**config.mk**
```make
export PLATFORM = sky130hd
export DESIGN_NAME = regfile_writeback
export DESIGN_NICKNAME = d
export VERILOG_FILES = /design/src/rtl/rf_pkg.sv /design/src/rtl/dflipflop_en_rst.sv /design/src/rtl/regfile_writeback.sv
export SDC_FILE = /design/constraint.sdc
export NUM_CORES = 1
export LEC_CHECK = 0
export ABC_AREA = 1
export BUFFER_PORTS_ARGS = -buffer_cell sky130_fd_sc_hd__buf_4
export CAP_MARGIN = 40
export CORE_ASPECT_RATIO = 1.25
export CORE_MARGIN = 2
export CORE_UTILIZATION = 30
export CTS_CLUSTER_DIAMETER = 80
export DETAILED_ROUTE_END_ITERATION = 10
export PLACE_DENSITY = 0.55
export SLEW_MARGIN = 20
export SYNTH_ARGS = -nofsm -noshare
export SYNTH_HDL_FRONTEND = slang
export SYNTH_SLANG_ARGS = --single-unit
export TNS_END_PERCENT = 100
```
**constraint.sdc**
```tcl
create_clock -name clk -period 7.64 [get_ports clk]
set_input_delay 0.382 -clock clk [delete_from_list [all_inputs] [get_ports clk]]
set_output_delay 0.382 -clock clk [all_outputs]
set_load 0.03 [all_outputs]
```
**src/rtl/rf_pkg.sv**
```systemverilog
// Shared constants and types for the register file / write-back slice.
// Default geometry matches the original 8x16 stage.
package rf_pkg;

    localparam int DEF_WIDTH = 16;
    localparam int DEF_NREGS = 8;
    localparam int DEF_AW    = $clog2(DEF_NREGS);

    localparam logic RST_BIT = 1'b0;

    typedef logic [DEF_AW-1:0] ridx_t;

endpackage

```
**src/rtl/dflipflop_en_rst.sv**
```systemverilog
// Enabled D flip-flop bank with asynchronous active-high reset.
module dflipflop_en_rst
    import rf_pkg::*;
#(
    parameter int WIDTH = DEF_WIDTH
) (
    input  logic             clk,
    input  logic             rst,
    input  logic             en_i,
    input  logic [WIDTH-1:0] d_i,
    output logic [WIDTH-1:0] q_o
);

    always_ff @(posedge clk or posedge rst) begin
        if (rst) begin
            q_o <= {WIDTH{RST_BIT}};
        end else if (en_i) begin
            q_o <= d_i;
        end
    end

endmodule

```
**src/rtl/regfile_writeback.sv**
```systemverilog
// Write-back register file: source select, two bypassed read ports,
// optional zero register and a per-register busy scoreboard.
module regfile_writeback
    import rf_pkg::*;
#(
    parameter int WIDTH   = DEF_WIDTH,
    parameter int NREGS   = DEF_NREGS,
    parameter bit BYPASS  = 1'b1,
    parameter bit ZERO_R0 = 1'b0
) (
    input  logic                      clk,
    input  logic                      reset,
    input  logic                      vsel,
    input  logic                      write,
    input  logic [$clog2(NREGS)-1:0]  writenum,
    input  logic [WIDTH-1:0]          C,
    input  logic [WIDTH-1:0]          datapath_in,
    output logic [WIDTH-1:0]          datapath_out,
    input  logic [$clog2(NREGS)-1:0]  readnum_a,
    input  logic [$clog2(NREGS)-1:0]  readnum_b,
    output logic [WIDTH-1:0]          data_a,
    output logic [WIDTH-1:0]          data_b,
    output logic                      busy_a,
    output logic                      busy_b,
    input  logic                      issue_valid,
    input  logic [$clog2(NREGS)-1:0]  issue_dest,
    output logic                      waw_hazard,
    output logic [NREGS*WIDTH-1:0]    regs_flat
);

    localparam int AW = $clog2(NREGS);

    logic [WIDTH-1:0] data_in;
    logic [WIDTH-1:0] regs_q [NREGS];
    logic [NREGS-1:0] busy_q;
    logic [NREGS-1:0] wr_hit;
    logic [NREGS-1:0] iss_hit;

    assign data_in      = vsel ? datapath_in : C;
    assign datapath_out = C;

    for (genvar i = 0; i < NREGS; i++) begin : g_reg
        // Index 0 is hard-wired when ZERO_R0: never written, never busy.
        localparam bit IS_ZERO = ZERO_R0 && (i == 0);

        assign wr_hit[i]  = !IS_ZERO && write
                            && (writenum == AW'(i));
        assign iss_hit[i] = !IS_ZERO && issue_valid
                            && (issue_dest == AW'(i));

        dflipflop_en_rst #(.WIDTH(WIDTH)) u_data (
            .clk  (clk),
            .rst  (reset),
            .en_i (wr_hit[i]),
            .d_i  (data_in),
            .q_o  (regs_q[i])
        );

        // Issue outranks write-back: the new producer supersedes.
        dflipflop_en_rst #(.WIDTH(1)) u_busy (
            .clk  (clk),
            .rst  (reset),
            .en_i (wr_hit[i] | iss_hit[i]),
            .d_i  (iss_hit[i]),
            .q_o  (busy_q[i])
        );

        assign regs_flat[i*WIDTH +: WIDTH] = regs_q[i];
    end

    always_comb begin
        data_a = regs_q[readnum_a];
        busy_a = busy_q[readnum_a];
        data_b = regs_q[readnum_b];
        busy_b = busy_q[readnum_b];
        if (BYPASS && wr_hit[readnum_a]) begin
            data_a = data_in;
            busy_a = iss_hit[readnum_a];
        end
        if (BYPASS && wr_hit[readnum_b]) begin
            data_b = data_in;
            busy_b = iss_hit[readnum_b];
        end
        if (reset) begin
            data_a = '0;
            data_b = '0;
            busy_a = 1'b0;
            busy_b = 1'b0;
        end
    end

    assign waw_hazard = !reset && issue_valid && busy_q[issue_dest];

endmodule
```
==> Yosys cells after proc, flatten, opt, wreduce, memory -nomap -nowiden <==
Cells that the tools add are included.
{ "totals": {"mem_count": 0, "latchBits": 0, "input_bits": 49, "regBits": 136, "out_inout_bits": 179, "ram_bits": 0, "romBits": 0} }
{ "op_classes": {"n_reduce_logical": 21, "mux": 29, "n_addsub": 0, "n_shift": 0, "n_eq_ne": 14, "multipliers": 0, "magnitude_cmp": 5, "n_div": 0, "bitwise": 10} }
{ "ops": {"columns": ["op", "n"], "rows": [
  ["2-to-1 mux 16 bit", 9],
  ["binary-select mux 16 bit (select 3 bit)", 2],
  ["== test 3 bit, second input constant", 8],
  ["binary-select mux 1 bit (select 3 bit)", 7],
  ["logical AND 1 bit", 18],
  ["== test 3 x 2 -> 1 bit, second input constant", 4],
  ["less-than comparator 3 x 4 -> 1 bit, second input constant", 3],
  ["2-to-1 mux 1 bit", 11],
  [">= comparator 4 bit, second input constant", 2],
  ["NOT 3 -> 4 bit", 2],
  ["OR 1 bit", 8],
  ["== test 3 x 1 -> 1 bit, second input constant", 2],
  ["logical NOT 3 bit", 2],
  ["logical NOT 1 bit", 1]
]} }

==> Longest topological paths before layout <==
{ "depth": {"word_depth": 6, "mapped_depth": 12, "ltp_nobuf": 11} }

==> Modules after synthesis <==
From an unflattened synthesis, not the netlist that was laid out.
{ "hier_totals": {"hier_cells": 1595, "hier_area_um2": 10043.4} }
{ "modules_own_cells": {"columns": ["module", "instances", "seq_area_each_um2", "area_each_um2", "cells_each"], "rows": [
  ["dflipflop_en_rst at g_reg[0].u_data ...", 8, 400.4, 648.1, 69],
  ["regfile_writeback", 1, 0.0, 4508.1, 995],
  ["dflipflop_en_rst at g_reg[0].u_busy ...", 8, 25.0, 43.8, 6]
]} }

==> Worst setup path before layout <==
Ideal clock, no wire load.
{ "synth_path": {"path_type": "input to output", "from": "input port reset", "to": "output port data_b[10]", "slack_ps": 1938, "path_buffers": 1, "cell_stages": 4, "t_arrival_ps": 5320, "path_cell_list": "clkinv_1 clkbuf_1 nand2_1 nor2_1"} }
{ "synth_via": {"elab_chain_cells": 1} }
{ "synth_rtl": {"columns": ["element", "line_no", "rtl"], "rows": [
  ["start, declared", "regfile_writeback.sv:12", "input logic reset,"],
  ["2-to-1 mux 16 bit", "regfile_writeback.sv:84", "if (reset) begin"],
  ["end, declared", "regfile_writeback.sv:22", "output logic [WIDTH-1:0] data_b,"]
]} }
Every way passes these cells.

==> Worst setup path after layout <==
{ "layout_path": {"from": "input port reset", "to": "output port data_a[2]"} }
{ "layout_via": {"elab_chain_cells": 1} }
{ "layout_rtl": {"columns": ["element", "line_no", "rtl"], "rows": [
  ["2-to-1 mux 16 bit", "regfile_writeback.sv:84", null],
  ["end, declared", "regfile_writeback.sv:21", "output logic [WIDTH-1:0] data_a,"]
]} }
Every way passes these cells.

==> flow_metrics.env <==
export IMPL_status="completed"
export IMPL_chipHeight_um=196.5
export IMPL_routedWlPerCell_um=19.96
export IMPL_relSlewSlack_pct=42.97
export IMPL_synth_common_cells="nand2_1, o21ai_0, dfrtp_1, inv_1, a21oi_1"
export IMPL_placementRows=70
export IMPL_core_area_um2=29250
export IMPL_dieArea_um2=31030
export IMPL_synthArstFlopShare_pct=100.0
export IMPL_worst_slew_pin_slew_ps=854.5
export IMPL_antenna_cells=0
export IMPL_whs_ps=355.1
export IMPL_grt_pass1_wl_um=58290
export IMPL_nets=1611
export IMPL_finalWeightedCongestion=0.9313
export IMPL_cts_buffers=17
export IMPL_fillers=3255
export IMPL_antenna_found_initial=1
export IMPL_clock_fmax_ghz=0.3073
export IMPL_synth_seq_cells=136
export IMPL_yosysMostFrequentCell="nand2_1"
export IMPL_grt_usage_pct=25.45
export IMPL_port_buffers=227
export IMPL_vdd_drop_max_mv=0.1399
export IMPL_hold_violations=0
export IMPL_tns_ps=0
export IMPL_hpwl_um=28550
export IMPL_netlist_area_um2=8890
export IMPL_grt_ovfl_total=0
export IMPL_cp_end_kind="output pin"
export IMPL_clk_pin_slew_worst_paths_ps=70
export IMPL_crit_path_start_kind="input pin"
export IMPL_initial_core_util_pct=30.39
export IMPL_drive_gt1_share_pct=19.81
export IMPL_grt_max_degree=84
export IMPL_p_leak_uw=0.006056
export IMPL_grt_pass1_vias=9079
export IMPL_fin_crit_sh_pct=42.60
export IMPL_synth_edf_count=0
export IMPL_seq_area_frac_synth_pct=38.28
export IMPL_netlist_area_leader_share_pct=38.28
export IMPL_area_growth_pct=29.53
export IMPL_synth_cell_types=23
export IMPL_cts_root_buf="clkbuf_16"
export IMPL_clock_path_buffers=2
export IMPL_clock_sinks=136
export IMPL_maxCapViolations=0
export IMPL_ys_warnings_count=0
export IMPL_final_antenna_net_count=0
export IMPL_wl_um=39350
export IMPL_routed_via_count=9841
export IMPL_critical_path_arrival_ps=2870
export IMPL_p_per_area_nw_per_um2=272.5
export IMPL_finalSetupViolations=0
export IMPL_drc=0
export IMPL_hold_class="input pin to flip-flop"
export IMPL_num_io_pins=228
export IMPL_drv_slew=0
export IMPL_syn_inst=1394
export IMPL_postSynthAreaPerCell_um2=6.377
export IMPL_min_period_ps=3254
export IMPL_drt_iter0_drc=958
export IMPL_clock_skew_ps=0
export IMPL_insertion_delay_ps=440
export IMPL_critical_path_class="input pin to output pin"
export IMPL_ys_flop_type="dfrtp_1"
export IMPL_vias_per_cell=4.993
export IMPL_synth_area_leaders="dfrtp_1, nand2_1, o21ai_0"
export IMPL_rsz0062_at_grt="no"
export IMPL_cts_tree="done"
export IMPL_htree_levels=4
export IMPL_syn_nets=1443
export IMPL_synth_largest_area_cell="dfrtp_1"
export IMPL_chipWidth_um=158.0
export IMPL_critical_path_max_fanout=64
export IMPL_drtPass1Iterations=7
export IMPL_cp_required_ps=7260
-- power by group --
part / switching [µW] / leakage, µW / internal, µW
logic: 792 / 0.00408 / 401
registers: 207 / 0.00169 / 867
clock network: 373 / 0.000286 / 498
total: 1370 / 0.00606 / 1770
-- worst max-delay path: stages --
cell           delay, ps
dlygate4sd3_1        540
buf_4                160
inv_6                330
buf_16               310
buf_4                230
buf_16               280
nand2_1               90
nor2_1               230
buf_4                220
-- layer usage --
metal	GRT usage (%)	routed length [µm]
met3	2.375	2098
met1	34.44	16630
met4	9.643	1235
met2	42.05	19380
met5	0	0
-- cell usage in the layout, fill, tap and decap left out, types with 2 or more instances in the layout --
cell / Yosys / routed
a21oi_1: 105 / 105
buf_16: 0 / 4
buf_4: 21 / 247
buf_8: 0 / 2
bufinv_16: 0 / 2
clkbuf_16: 0 / 17
clkinv_4: 0 / 3
clkinvlp_4: 0 / 3
dfrtp_1: 136 / 136
inv_1: 122 / 122
inv_2: 6 / 6
inv_6: 0 / 6
nand2_1: 467 / 467
nand2_2: 5 / 5
nand3_1: 92 / 92
nand3_2: 6 / 6
nor2_1: 80 / 80
nor2_2: 2 / 2
o21ai_0: 240 / 240
o21ai_1: 16 / 12
o21ai_2: 0 / 4
o22ai_1: 5 / 5
-- per-stage QoR --
stage	cells	instance area [µm²]	utilization (%)	worst slack, ps	total power, µW
after global routing	1971	11510	39.36	4160	3291
final	1971	11510	39.36	4386	3138
after global placement	1930	10740	36.72	4381	2260
after detailed placement	1936	10860	37.13	4447	2276
after CTS	1969	11480	39.23	4062	3144
after floorplan	1394	8890	-	1677	1734
-- what timing repair did --
item | CTS | global route
buffers inserted | 0 | 0
endpoints found under the hold margin | 5 | 0
resized for setup | 0 | 0
hold buffers | 1 | 0
-- flip-flops by register name (all words and copies together) (netlist names) --
name / cells
g.u_busy.q_o: 8
g.u_data.q_o: 128
-- cells by family after synthesis --
family	after synthesis	synth area share, %
AND/OR/NAND/NOR	656	29.82
AO/OA/AOI/OAI	366	20.68
buffers and inverters	236	11.22
flip-flops	136	38.28
-- final timing paths --
check / to / start / cells after the start / slack, ps
max reg2reg: g_reg[4].u_data.q_o[11] / g_reg[4].u_data.q_o[11] / 2 / 6820
min: g_reg[2].u_data.q_o[1] / C[1] / 3 / 360
max in group asynchronous: g_reg[1].u_data.q_o[10] / reset / 6 / 5900
min reg2reg: g_reg[2].u_data.q_o[9] / g_reg[2].u_data.q_o[9] / 2 / 520
max: data_a[2] / reset / 9 / 4390
min in group asynchronous: g_reg[2].u_busy.q_o / reset / 3 / 520
-- cell type report --
cell class | instances | area (µm²) | share of cell area [%]
Clock buffer | 18 | 439.2 | 3.814
Clock inverter | 14 | 163.9 | 1.423
Inverter | 130 | 493.0 | 4.281
Multi-Input combinational cell | 1022 | 4504 | 39.12
Sequential cell | 136 | 3403 | 29.56
Tap cell | 396 | 495.5 | 4.303
Timing Repair Buffer | 255 | 2016 | 17.51
Power figures use the tool's default switching activity.
